==> config.mk <==
export PLATFORM = sky130hd
export DESIGN_NAME = key_conditioner
export DESIGN_NICKNAME = d
export VERILOG_FILES = /design/src/rtl/key_conditioner.sv
export SDC_FILE = /design/constraint.sdc
export NUM_CORES = 1
export LEC_CHECK = 0
export CAP_MARGIN = 20
export CORE_UTILIZATION = 40
export DETAILED_ROUTE_END_ITERATION = 10
export SLEW_MARGIN = 20
export SYNTH_ARGS = -nofsm -noshare
export SYNTH_HDL_FRONTEND = slang
export SYNTH_SLANG_ARGS = --single-unit
==> constraint.sdc <==
create_clock -name CLOCK_50 -period 2.7 [get_ports CLOCK_50]
set_input_delay 0.81 -clock CLOCK_50 [delete_from_list [all_inputs] [get_ports CLOCK_50]]
set_output_delay 0.81 -clock CLOCK_50 [all_outputs]
set_load 0.03 [all_outputs]
==> src/rtl/key_conditioner.sv <==
// key_conditioner: three-channel pushbutton debouncer with press/release pulses and per-key auto-repeat.
module key_conditioner #(
  parameter int DB_CYCLES  = 1000000,
  parameter int RPT_DELAY  = 25000000,
  parameter int RPT_PERIOD = 5000000
) (
  input  logic       CLOCK_50,
  input  logic [3:0] KEY,
  input  logic [2:0] rpt_en,
  output logic [2:0] key_level,
  output logic [2:0] key_press,
  output logic [2:0] key_release,
  output logic [2:0] key_repeat
);
  localparam int MAX_A = DB_CYCLES > RPT_DELAY ? DB_CYCLES : RPT_DELAY;
  localparam int MAX_C = MAX_A > RPT_PERIOD ? MAX_A : RPT_PERIOD;
  localparam int W = $clog2(MAX_C);
  localparam logic [W-1:0] DB_MAX  = W'(DB_CYCLES - 1);
  localparam logic [W-1:0] RD_MAX  = W'(RPT_DELAY - 1);
  localparam logic [W-1:0] RP_MAX  = W'(RPT_PERIOD - 1);
  typedef enum logic [2:0] {IDLE, PRESS_CHK, HELD, REPEAT, REL_CHK} state_t;
  logic clk, rst_n;
  assign clk   = CLOCK_50;
  assign rst_n = KEY[0];
  genvar i;
  for (i = 0; i < 3; i++) begin : g_ch
    state_t st, nxt;
    logic [W-1:0] cnt, cnt_d;
    logic [1:0] sync;
    logic sync_p, press_d, rel_d, rpt_d;
    assign sync_p = ~sync[1];
    always_ff @(posedge clk or negedge rst_n) begin
      if (!rst_n) begin
        sync           <= 2'b11;
        st             <= IDLE;
        cnt            <= '0;
        key_level[i]   <= 1'b0;
        key_press[i]   <= 1'b0;
        key_release[i] <= 1'b0;
        key_repeat[i]  <= 1'b0;
      end else begin
        sync           <= {sync[0], KEY[i+1]};
        st             <= nxt;
        cnt            <= cnt_d;
        key_level[i]   <= nxt == HELD || nxt == REPEAT || nxt == REL_CHK;
        key_press[i]   <= press_d;
        key_release[i] <= rel_d;
        key_repeat[i]  <= rpt_d;
      end
    end
    // every non-transition path counts up and holds at its own limit
    always_comb begin
      nxt     = st;
      cnt_d   = cnt;
      press_d = 1'b0;
      rel_d   = 1'b0;
      rpt_d   = 1'b0;
      case (st)
        IDLE: begin
          nxt   = sync_p ? PRESS_CHK : IDLE;
          cnt_d = '0;
        end
        PRESS_CHK: begin
          if (!sync_p) begin
            nxt   = IDLE;
            cnt_d = '0;
          end else if (cnt == DB_MAX) begin
            nxt     = HELD;
            press_d = 1'b1;
            cnt_d   = '0;
          end else cnt_d = cnt + 1'b1;
        end
        HELD: begin
          if (!sync_p) begin
            nxt   = REL_CHK;
            cnt_d = '0;
          end else if (rpt_en[i] && cnt == RD_MAX) begin
            nxt   = REPEAT;
            rpt_d = 1'b1;
            cnt_d = '0;
          end else cnt_d = cnt == RD_MAX ? cnt : cnt + 1'b1;
        end
        REPEAT: begin
          if (!sync_p) begin
            nxt   = REL_CHK;
            cnt_d = '0;
          end else if (!rpt_en[i]) begin
            nxt   = HELD;
            cnt_d = RD_MAX;
          end else if (cnt == RP_MAX) begin
            rpt_d = 1'b1;
            cnt_d = '0;
          end else cnt_d = cnt + 1'b1;
        end
        REL_CHK: begin
          if (sync_p) begin
            nxt   = HELD;
            cnt_d = '0;
          end else if (cnt == DB_MAX) begin
            nxt   = IDLE;
            rel_d = 1'b1;
            cnt_d = '0;
          end else cnt_d = cnt + 1'b1;
        end
        default: begin
          nxt   = IDLE;
          cnt_d = '0;
        end
      endcase
    end
  end
endmodule

==> results.toml <==
[outcome]
status = "complete, no violations"

[clock_network]
insertion_delay_ps = 350
post_cts_buffers = 0
clk_pin_slew_ps = 70
cts_tree = "built"
clockBufferDepth = 2
cts_max_level = 3
cts_root_buf = "clkbuf_16"
cts_made_buffers = 9
clock_sinks = 102

[run]
maxCapViolCount = 0

[yosys]
synth_xor_xnor_area_share_pct = 10.2
synthesis.nets = 635
synth_seq_cells = 102
synth_top_family_by_area = "simple AND/OR/NAND/NOR gates"
avgSynthCellArea_um2 = 9.10
synth_cell_types = 64
yosysSeqAreaShare_pct = 45.1
synth-compound-area-share_pct = 11.0
synthMuxAreaShare_pct = 0.176
syn_inst = 624
synth_top_area_cell = "dfrtp_1"
synth_edf_count = 0
yosys_warnings = 0
synth_top_area_share_pct = 42.3
synth.cell_area_um2 = 5680
synthAdderAreaFrac_pct = 0.661
async_flop_share_pct = 100
synthFlopType = "dfrtp_1"
synthSimpleGateAreaFrac_pct = 30.4
synth_area_leaders = "dfrtp_1 42%, xor2_1 6.3%, nor2_1 6.3%, xnor2_1 3.9%, nand2_1 2.9%"

[die]
start_util_pct = 40.9
die_h_um = 121
die_w_um = 121
pin_count = 20
core_um2 = 13900
dieArea_um2 = 14700
rows = 43

[layout]
fin_util_pct = 46.0
fillers = 1308
multi_input_area_um2 = 2990
diodes = 0
area_delta_synth_final_pct = 12.5
nNetsFinal = 656
seq_area_um2 = 2560
drive_above_1_share_pct = 8.77
stdcell_count = 830

[place]
port_buffers = 19
routabilityCongestion = 0.882
place_hpwl_mm = 8.94
place_inst = 814

[global_route]
grt_pass1_vias = 4455
antenna_found_initial = 0
use_met3_pct = 2.73
grt_pass1_wl_mm = 21.7
grt-ovfl-total = 0
grt_max_degree = 51
track_usage_pct = 18.7
met1_usage_pct = 25.5
use_met2_pct = 29.5
busiest_layer = "met2"

[routing]
ant_nets = 0
vias = 4620
drt-vias-per-instance = 5.57
dr.pass1.iters = 6
routedWlPerCell_um = 15.4
drt_iter0_markers = 561
drc = 0
routed_wl_mm = 12.8

[worst_setup_path]
path_max_fanout = 15
start_kind = "flip-flop"
worst-setup-path-type = "flip-flop to flip-flop"
end_kind = "flip-flop"
cp_data_arrival_time_ps = 2610
crit_required_ps = 2890

[timing]
slew_viol_final = 0
fmax_ghz = 0.414
hold_viol_final = 0
layout_min_cycle_time_ps = 2410
finalSetupTns_ps = 0
max_slew_margin_pct = 31.7
hold_ws_ps = 352
rsz0062_at_grt = "no"
fin_skew_ps = 7.62
setup_viol = 0
post-route-period-util_pct = 89.4
worstMarginPinSlew_ps = 1020

[pwr]
cellLeakagePower_uw = 0.00264
p_total_uw = 2930
power-per-cell-area_nw_per_um2 = 459
ir_drop_uv = 306

[hold_path]
hold_path.class = "flip-flop to flip-flop"
==> area by class of cell <==
| type | count | area share (%) |
|---|---|---|
| clock buffers | 13 | 4.23 |
| clock inverters | 3 | 0.274 |
| multi-input cells | 490 | 46.7 |
| well taps | 180 | 3.53 |
| inverters | 12 | 0.705 |
| repair buffers | 30 | 4.43 |
| flip-flops and latches | 102 | 40.1 |
==> kinds of logic (layout without fill, tap and decap cells) <==
logic type	count (synthesis)	in the layout
mux	1	1
compound gates	104	104
fa+ha+maj	3	3
buf+inv	32	58
simple gates	316	316
flops	102	102
xor+xnor	66	66
==> critical path, cell delays in order, from the launching register on <==
cell	delay [ps]
dfrtp_1	430
ha_1	290
nor4b_2	290
nand4_1	230
nor2_1	340
o21ai_0	250
o211ai_4	260
o21ai_0	180
==> layout by cell type, fill, tap and decap left out, types with 23 or more instances in the layout <==
cell     count
nor2_1      95
dfrtp_1     96
xnor2_1     25
o21ai_0     31
nand3_1     33
nor3_1      23
o21ai_1     25
xor2_1      41
nand2_1     44
nand4_1     24
==> flip-flops by register name, indices dropped and copies added (netlist names) <==
signal       count
g_ch.cnt        75
g_ch.st          9
g_ch.sync        6
key_level        3
key_press        3
key_release      3
key_repeat       3
==> routing by layer <==
layer	vias up	part of all wire (%)
li1	2262	-
met1	2232	47
met2	106	47
met3	20	4.0
met4	0	2.0
met5	-	0
==> where the power goes <==
part | leakage [uW] | total [uW] | switching [uW] | internal (uW)
clock network | 0.000142 | 1260 | 559 | 699
logic | 0.00110 | 112 | 74.6 | 37.8
registers | 0.00140 | 1560 | 18.2 | 1540
total | 0.00264 | 2930 | 652 | 2280
==> cell usage after synthesis (all sizes together), types with 3 or more instances <==
master and number:
xnor2 25, nor3 30, o21ai 57, nand3b 4
ha 3, inv 12, nor4 12, dfstp 6
or3 4, nor4b 6, nor2 98, nor2b 10
nand3 33, and3b 3, a31oi 4, dfrtp 96
o21a 7, nand2 44, xor2 41, a21oi 17
and3 9, nand4 25, buf 6, and4 14
nand2b 5, and2 7, and4bb 3, o211ai 3
clkbuf 14
==> metrics by stage <==
stage | worst slack, ps | area (um2)
2_1_floorplan | 755 | 5680
3_3_place_gp | 175 | 6090
3_5_place_dp | 110 | 6090
4_1_cts | 210 | 6380
5_1_grt | 41.0 | 6390
6_report | 285 | 6390
==> path summary, 6_finish.rpt <==
path,slack (ps),cells after the start,end,from
max in group asynchronous,1650,2,g_ch[2].cnt[0]$_DFFE_PN0P_,KEY[0]
max,290,7,g_ch[1].cnt[3]$_DFFE_PN0P_,g_ch[1].cnt[1]$_DFFE_PN0P_
min in group asynchronous,380,1,g_ch[1].st[1]$_DFF_PN0_,KEY[0]
min,350,0,g_ch[2].sync[1]$_DFF_PN1_,g_ch[2].sync[0]$_DFF_PN1_
max reg2reg,290,7,g_ch[1].cnt[3]$_DFFE_PN0P_,g_ch[1].cnt[1]$_DFFE_PN0P_
min reg2reg,350,0,g_ch[2].sync[1]$_DFF_PN1_,g_ch[2].sync[0]$_DFF_PN1_
==> repair_timing <==
item | in CTS | in global routing
setup endpoints to repair | 0 | 4
hold buffers | 0 | 0
gates resized for setup | 0 | 1
No activity file was read; power rests on OpenSTA's default activity.
